<file path="config.mk">
export PLATFORM = sky130hd
export DESIGN_NAME = alu_issue_ctrl
export DESIGN_NICKNAME = d
export VERILOG_FILES = /design/src/rtl/alu_issue_ctrl.sv
export SDC_FILE = /design/constraint.sdc
export NUM_CORES = 1
export LEC_CHECK = 0
export CAP_MARGIN = 25
export CORE_AREA = 10 10 107 118
export DETAILED_ROUTE_END_ITERATION = 16
export DIE_AREA = 0 0 117 128
export GPL_TIMING_DRIVEN = 0
export PLACE_DENSITY = 0.8
export SLEW_MARGIN = 20
export SYNTH_ARGS = -nofsm -noshare
export SYNTH_HDL_FRONTEND = slang
export SYNTH_SLANG_ARGS = --single-unit
export TNS_END_PERCENT = 50
</file>
<file path="constraint.sdc">
create_clock -name clk -period 4.9 [get_ports clk]
set_input_delay 0.98 -clock clk [delete_from_list [all_inputs] [get_ports clk]]
set_output_delay 0.98 -clock clk [all_outputs]
set_load 0.01 [all_outputs]
</file>
<file path="src/rtl/alu_issue_ctrl.sv">
// alu_issue_ctrl: unpipelined IDLE/EXEC/WB issue controller with register file, external ALU hookup and debug port
module alu_issue_ctrl #(
  parameter int DATA_W = 8,
  parameter int NREG   = 8
) (
  input  logic              clk,
  input  logic              reset,
  input  logic              instr_valid,
  input  logic [8:0]        instr,
  output logic              instr_ready,
  output logic [3:0]        opcode,
  output logic [DATA_W-1:0] alu_rs1,
  output logic [DATA_W-1:0] alu_rs2,
  output logic [1:0]        constant,
  input  logic [DATA_W-1:0] aluOut,
  output logic              wb_valid,
  output logic [2:0]        wb_rd,
  output logic [DATA_W-1:0] wb_data,
  output logic              illegal,
  output logic [15:0]       retire_cnt,
  input  logic              dbg_we,
  input  logic [2:0]        dbg_addr,
  input  logic [DATA_W-1:0] dbg_wdata,
  output logic [DATA_W-1:0] dbg_rdata
);
  typedef enum logic [1:0] {IDLE, EXEC, WB} state_t;
  state_t            r_state, w_next;
  logic [8:0]        r_instr;
  logic [DATA_W-1:0] r_result;
  logic [DATA_W-1:0] r_rf [NREG];
  logic [15:0]       r_retire;
  logic              w_idle, w_exec, w_wb, w_legal, w_accept;
  // state register
  always_ff @(posedge clk) begin
    if (reset) r_state <= IDLE;
    else r_state <= w_next;
  end
  // next state and ALU/writeback outputs; operands are only driven during EXEC
  always_comb begin
    w_idle      = r_state == IDLE;
    w_exec      = r_state == EXEC;
    w_wb        = r_state == WB;
    w_accept    = w_idle && instr_valid;
    w_legal     = r_instr[8:5] <= 4'd10;
    w_next      = w_idle ? (instr_valid ? EXEC : IDLE) : (w_exec ? WB : IDLE);
    instr_ready = w_idle;
    opcode      = w_exec ? r_instr[8:5] : '0;
    alu_rs1     = w_exec ? r_rf[r_instr[4:2]] : '0;
    alu_rs2     = w_exec ? r_rf[{1'b0, r_instr[1:0]}] : '0;
    constant    = w_exec ? r_instr[1:0] : '0;
    wb_valid    = w_wb && w_legal;
    illegal     = w_wb && !w_legal;
    wb_rd       = wb_valid ? r_instr[4:2] : '0;
    wb_data     = wb_valid ? r_result : '0;
    retire_cnt  = r_retire;
    dbg_rdata   = r_rf[dbg_addr];
  end
  // instruction latch, ALU result capture, register file writes and retire count
  always_ff @(posedge clk) begin
    if (reset) begin
      r_instr  <= '0;
      r_result <= '0;
      r_retire <= '0;
      for (int k = 0; k < NREG; k++) r_rf[k] <= '0;
    end else begin
      if (w_accept) r_instr <= instr;
      if (w_idle && dbg_we) r_rf[dbg_addr] <= dbg_wdata;
      if (w_exec) r_result <= aluOut;
      if (wb_valid) begin
        r_rf[r_instr[4:2]] <= r_result;
        r_retire <= r_retire + 16'd1;
      end
    end
  end
endmodule

</file>
# Word level (Yosys, flattened, before mapping)
# Memories as Yosys holds them, arrays and structs flattened. A register that Yosys moved wholly into a read port is not among the register bits.
# Index checks and enable logic that the tools add are counted.
[op_classes] muxes=27 n_reduce_logical=8 eq_ne=2 add_sub_neg=1 n_lt_le_gt_ge=1
[ops] op="$mux W8" n=5
[ops] op="$mux W3" n=7
[ops] op="$add A16 B1 Y16 const B" n=1
[ops] op="$reduce_or A8 Y1" n=2
[ops] op="$mux W1" n=11
[ops] op="$mux W2" n=3
[ops] op="$le A4 B4 Y1 const B" n=1
[ops] op="$logic_and A1 B1 Y1" n=4
[ops] op="$mux W4" n=1
[ops] op="$eq A2 B1 Y1 const B" n=1
[ops] op="$eq A2 B2 Y1 const B" n=1
[ops] op="$logic_not A2 Y1" n=1
[ops] op="$logic_not A1 Y1" n=1
[word_totals] output_inout_bits=60 n_memories=1 wordCells=44 mem_bits_rw=64 ff_bits=35
[mem_list] memory="r_rf" words=8 width=8 rd=3 rd_clocked_by_memory_dff=2 wr=8 line_no="30" rtl="logic [DATA_W-1:0] r_rf [NREG];"

# Depth between registers and ports, before layout
[logic_depth] word_depth=8 mapped_depth=6 mapped_depth_nobuf=5

# Least setup slack after synthesis
# OpenSTA, ideal clock, no wires.
[synth_path] kind="input -> output" start="in dbg_addr[0]" end="out dbg_rdata[0]" stages=4 required_ps=3920 slack_ps=1587 arrival_time_ps=2333 path_cell_list="buf_2 -> buf_2 -> mux4_2 -> mux2_2"
[synth_between] elab_chain_len=1
[synth_rtl] item="start, declared" line_no="22" rtl="input logic [2:0] dbg_addr,"
[synth_rtl] item="$mem_v2 Z8 W8"
[synth_rtl] item="end, declared" line_no="24" rtl="output logic [DATA_W-1:0] dbg_rdata"
# Every way passes these cells.

# Worst setup path in the final report
[layout_path] start="in dbg_addr[1]" end="out dbg_rdata[0]"
# The elaborated chain is that of the path after synthesis.

==> flow_metrics.py <==
metrics = {
    "die": {
        "die_y_um": 128,
        "dieWidth_um": 117,
        "die-area_um2": 14980,
        "ioPinCount": 92,
        "start_util": 0.5331,
        "placeableCoreArea_um2": 10250,
        "fp-row-count": 39,
    },
    "synth": {
        "ys_seq_elements": 104,
        "synthTopCellsByArea": "edfxtp_1, mux4_2, dfxtp_1, nor2_1, nand2_1",
        "yosys.area.top_type": "edfxtp_1",
        "syn_area_um2": 5463,
        "yosys_warnings": 0,
        "ys_types": 43,
        "synth_seq_area_share": 0.4984,
        "synth_top_area_share": 0.3518,
        "avgSynthCellArea_um2": 11.70,
        "syn_inst": 467,
        "synthesis.nets": 500,
    },
    "critical_path": {
        "r2r_end": "r_rf[5][2]",
        "r2r_slack_ps": 2310,
        "startpoint": "dbg_addr[1]",
        "criticalPathCategory": "primary input to output port",
        "timing.rr.start": "r_state[0]",
        "critical_path_required_ps": 3920,
        "critPathCaptureType": "output port",
        "worstSetupEndpoint": "dbg_rdata[0]",
        "critical_path.max_fanout": 10,
        "worstPathArrival_ps": 3260,
        "reg2reg_depth": 5,
        "startpoint_type": "primary input",
    },
    "status": {
        "status": "finished, final reports clean",
    },
    "routing": {
        "vias": 4165,
        "antenna_left": 0,
        "drt-wirelength-per-cell_um": 21.23,
        "drt-initial-drc-count": 282,
        "finalWirelength_mm": 14.75,
        "via_per_inst": 5.993,
        "firstDrtPassIters": 7,
        "post-route-drc-count": 0,
    },
    "pwr": {
        "ir_worst_vdd_mv": 0.1944,
        "p_total_uw": 1959,
        "pwr_density_cell_nw_per_um2": 288.6,
        "power.leakage_uw": 0.002336,
    },
    "timing": {
        "finalHoldViolCount": 0,
        "relSlewSlack": 0.2949,
        "setup_tns_ps": 0,
        "slew_violations": 0,
        "fin_worst_skew_ps": 4.892,
        "grt_setup_unrepaired": "false",
        "fmax_mhz": 236.0,
        "period_minus_slack_ps": 4237,
        "worstMarginPinSlew_ps": 1053,
        "post-route-period-util": 0.8647,
        "setup_viol": 0,
        "fin_ws_ps": 662.8,
    },
    "clock_network": {
        "cts_setup_buffers": 0,
        "numClockSinks": 104,
        "cts_root_buf": "clkbuf_16",
        "cts_resized": 0,
        "htreeDepth": 3,
        "cts_tree": "yes",
        "cts_hold_buf": 0,
        "clkLatencyLatePin_ps": 350,
        "cts_inserted_buffers": 9,
        "cts_max_path_buffers": 2,
        "clk_pin_slew_ps": 60,
    },
    "place": {
        "portBuffers": 89,
        "dpl.hpwl_mm": 11.01,
        "gp_congestion": 0.8815,
        "dp_slack_ps": 659.3,
    },
    "grt": {
        "grt_pass1_wl_mm": 22.83,
        "grt_overflow": 0,
        "grt_use_total": 0.2016,
        "grt_pass1_vias": 4274,
        "antenna_found_initial": 0,
        "grt_start_max_net_pins": 16,
    },
    "finish": {
        "syn_to_final_growth_pct": 24.26,
        "drive_gt1_frac": 0.1434,
        "antenna_cells": 0,
        "nets": 600,
    },
    "flow_run": {
        "drv_cap": 0,
    },
    "worst_hold_path": {
        "hold_path.class": "register to register",
    },
}
worst min-delay path by stage:
stage / to / depth (start not counted) / startpoint
after floorplan: r_instr[6] / 2 / r_instr[6]
after global placement: r_instr[5] / 2 / r_instr[5]
after detailed placement: r_instr[7] / 2 / r_instr[7]
after CTS: r_instr[7] / 2 / r_instr[7]
after global routing: r_instr[5] / 2 / r_instr[5]
final: r_instr[7] / 2 / r_instr[7]
cell type report:
| class | count | area (um^2) |
|---|---|---|
| buffer | 31 | 140.1 |
| clock buffer | 11 | 232.7 |
| clock inverter | 5 | 47.55 |
| fill | 773 | 3460 |
| inverter | 3 | 11.26 |
| multi-input combinational | 329 | 2589 |
| sequential | 104 | 2723 |
| tap | 123 | 153.9 |
| timing repair buffer | 89 | 890.9 |
power breakdown:
group / total (uW) / internal [uW] / switching (uW)
clock: 693 / 391 / 302
sequential: 993 / 966 / 26.9
combinational: 274 / 137 / 137
total: 1960 / 1490 / 466
flip-flops by register name (all words and copies together), names as in the netlist, named ones only:
register and flops:
r_instr 9, r_rf 64, r_result 8, retire_cnt 16, r_state 2
cell usage after synthesis (all sizes together):
master   number
a31o          1
nor3          1
nor2b         3
a2111oi       1
nor4b         1
a21oi        32
dfxtp        40
edfxtp       64
a211oi        2
and3b         1
xor2          1
a22oi         1
a211o         4
a21o          1
buf          15
nand3         6
a32oi         2
and3          5
ha            1
o21ai        10
clkbuf       16
xnor2         2
mux2i        17
inv           3
a31oi         4
nor2         86
o31ai         1
nand4         2
and4          5
nor4bb        1
or3          10
mux4         40
and2         28
nand2b        2
nand2        49
mux2          8
or4b          1
metal layers:
metal,part of all wire,global-route usage
met1,0.38,0.2364
met2,0.51,0.3432
met3,0.085,0.04541
met4,0.028,0.09025
met5,0,0
per-stage QoR:
step,area (um^2),instances,utilization,hold WS [ps]
final,6788,695,0.6624,478.1
after global routing,6788,695,0.6624,505.7
after CTS,6788,695,0.6624,475.8
after detailed placement,6507,679,0.6350,466.9
after global placement,6507,679,0.6350,456.4
after floorplan,5463,467,-,444.9
worst max-delay path, cell delays in order:
cell and delay [ps]:
clkdlybuf4s50_1 510, buf_1 510, mux4_2 450, mux2_2 310, clkdlybuf4s50_1 490
logic make-up after synthesis:
group / after synthesis / share of synthesized area
simple gates: 201 / 0.1713
flops: 104 / 0.4984
mux: 65 / 0.2309
compound gates: 59 / 0.06459
buf+inv: 34 / 0.02771
xor+xnor: 3 / 0.004811
fa+ha+maj: 1 / 0.002290
layout by cell type, fill, tap and decap left out, types with 3 or more instances in the layout:
cell type         n
a211o_1           3
nor2b_1           3
a31oi_1           4
and4_1            5
nor2_1           86
a21oi_1          32
clkbuf_1         17
and3_1            5
mux2i_1           9
o21ai_0          10
edfxtp_1         64
nand3_1           6
inv_1             3
clkbuf_16         9
mux2i_4           8
mux2_2            8
and2_1           28
clkdlybuf4s50_1  89
buf_2             9
or3_1            10
mux4_2           40
nand2_1          49
dfxtp_1          40
buf_1             4
(Power assumes the default switching activity.)
==> edit, RTL diff (same settings) <==
`DATA_W`: 8 -> 6.
--- a/src/rtl/alu_issue_ctrl.sv
+++ b/src/rtl/alu_issue_ctrl.sv
@@ -1,5 +1,5 @@
 // alu_issue_ctrl: unpipelined IDLE/EXEC/WB issue controller with register file, external ALU hookup and debug port
 module alu_issue_ctrl #(
-  parameter int DATA_W = 8,
+  parameter int DATA_W = 6,
   parameter int NREG   = 8
 ) (
Ports: changed (6 resized); port bits go from 92 to 80. No check against the original RTL was run, so the function may have changed too.
==> edit against the original RTL <==
Setup slack better by 410 ps. Routed wire length is 14% lower. Via count is 15% lower. Register-to-register slack better by 240 ps. Critical path depth stayed put. Total power is 11% lower. Sequential power is 18% lower. Core utilization is 10 points lower. Design area is 16% lower. Clock skew is 4.1 ps higher. Sequential cell count is 18 lower. Maximum frequency is 11% higher. Area after synthesis is 18% lower. Combinational power is 20% lower. Critical path type unchanged. Largest power group unchanged. Highest routed layer unchanged.
==> edit: results (changes against the original RTL) <==
metric;value;unit;change
first-pass GRT wire length;19800;um;-13%
Cells on Worst Hold Path;2;;unchanged
final RePlAce weighted congestion;0.874;;-0.83%
antenna fix cells;0;;unchanged
CTS H-tree lvls;3;;unchanged
layout cell share with drive strength beyond 1;13.8;%;-0.58 points
Worst R2R Path Depth;4;;-1
1st-iter DRT viols;361;;+28%
Leak;1.94;nW;-17%
synth warn;0;;unchanged
port bufs;77;;-13%
Metal-1 WL;4660;um;-16%
setup repair bufs after CTS;0;;unchanged
nets@finish;511;;-15%
total CTS buffers;9;;unchanged
final setup vio count;0;;unchanged
max layer used;met4;;
worst slew pin tran;826;ps;-227 ps
CP max FO;10;;unchanged
worst min-delay path category;flip-flop to flip-flop;;
vias in the first global route;3722;;-13%
Root Buffer;clkbuf_16;;
Mapped Nets;423;;-15%
run status;completed;;
hold path start;retire_cnt[15];;
clk_skew;9.04;ps;+4.14 ps
Synth cell types;48;;+12%
R2R Setup Slk;2550;ps;+240 ps
WL met2;6470;um;-14%
wire length on met3;1320;um;+4.7%
Post-synth top cells;nor2_1, edfxtp_1, dfxtp_1, nand2_1, mux4_2;;
top_reg_cell synth;edfxtp_1;;
total global-route track usage;17.4;%;-2.8 points
Reg2Reg Launch Point;r_state[1];;
DP Area;0.00541;mm^2;-17%
Critical Path AT;2850;ps;-410 ps
initial antenna violation count;0;;unchanged
largest net degree at the start of global routing;14;;-2
post-synthesis sequential area ratio;49.1;%;-0.75 points
max FFs per register;48;;-25%
R2R Path End;r_rf[6][5];;
drt pass-1 iters;5;;-2
share of flip-flops with an asynchronous set or reset;0;%;unchanged
number of synthesized flops with an enable pin;48;;-25%
DP Wirelength;9580;um;-13%
Clock Pin Slew Worst Setup and Hold Paths;60;ps;about the same
buffer levels on the longest clock path;2;;unchanged
Hold Path End;retire_cnt[15];;
post-DR vias/cell;5.81;;-3.1%
top cells by area, synth;edfxtp_1, dfxtp_1, mux4_2;;
Clock Latency Late Sink;350;ps;about the same
worst vdd ir;186;uV;-4.2%
Resized Gates After CTS;0;;unchanged
WL/cell;20.8;um;-2.1%
edit: changes by cell type in the layout (fill, tap and decap cells not counted), moves of 4 or more:
| cell | before | now |
|---|---|---|
| mux4_2 | 40 | 30 |
| and2_1 | 28 | 23 |
| and3_1 | 5 | 1 |
| nand2_1 | 49 | 37 |
| or3_1 | 10 | 6 |
| nor2_1 | 86 | 68 |
| nand2b_1 | 2 | 9 |
| edfxtp_1 | 64 | 48 |
| a21oi_1 | 32 | 25 |
| clkdlybuf4s50_1 | 89 | 77 |
edit: power by group:
| group | switching, mW | internal (mW) |
|---|---|---|
| Sequential | 0.0246 | 0.792 |
| Clock | 0.271 | 0.443 |
| Combinational | 0.110 | 0.109 |
edit: final cells by class:
class | count | area [um^2]
buffer | 24 | 105
clock buffer | 11 | 233
clock inverter | 5 | 73.8
fill | 878 | 4530
inverter | 6 | 22.5
multi-input combinational | 278 | 2160
sequential | 86 | 2200
tap | 123 | 154
timing repair buffer | 77 | 771
edit: cells by family after synthesis:
kind of cell             share of synthesized area, %
flip-flops                                       49.1
buffers and inverters                            2.84
adder cells (fa/ha/maj)                         0.279
multiplexers                                     21.1
XOR/XNOR                                         1.17
AO/OA/AOI/OAI                                    7.39
AND/OR/NAND/NOR                                  18.1
edit: worst max path at each step:
stage | from | endpoint | slack, ps | depth (start not counted)
2_1_floorplan | dbg_addr[0] | dbg_rdata[0] | 1720 | 4
3_3_place_gp | dbg_addr[0] | dbg_rdata[0] | 1080 | 5
3_5_place_dp | dbg_addr[1] | dbg_rdata[2] | 1080 | 5
4_1_cts | dbg_addr[1] | dbg_rdata[2] | 1080 | 5
5_1_grt | dbg_addr[1] | dbg_rdata[3] | 1010 | 5
6_report | dbg_addr[1] | dbg_rdata[2] | 1070 | 5
edit: through the flow:
stage / setup slack, ps / cells / hold slack (ps) / utilization [%]
floorplan: 1720 / 394 / 446 / -
global placement: 1080 / 594 / 463 / 52.8
detailed placement: 1080 / 594 / 476 / 52.8
CTS: 1080 / 610 / 490 / 55.8
global route: 1010 / 610 / 519 / 55.8
finish: 1070 / 610 / 488 / 55.8
edit: routing by layer:
layer | vias to the layer above | GRT usage (%)
met5 | - | 0
met1 | 1712 | 19.0
li1 | 1621 | -
met2 | 184 | 30.1
met4 | 0 | 5.68
met3 | 25 | 6.65
edit: worst max-delay path: stages:
cell             delay [ps]
clkbuf_1                370
buf_2                   370
mux4_2                  370
mux2_2                  270
clkdlybuf4s50_1         490
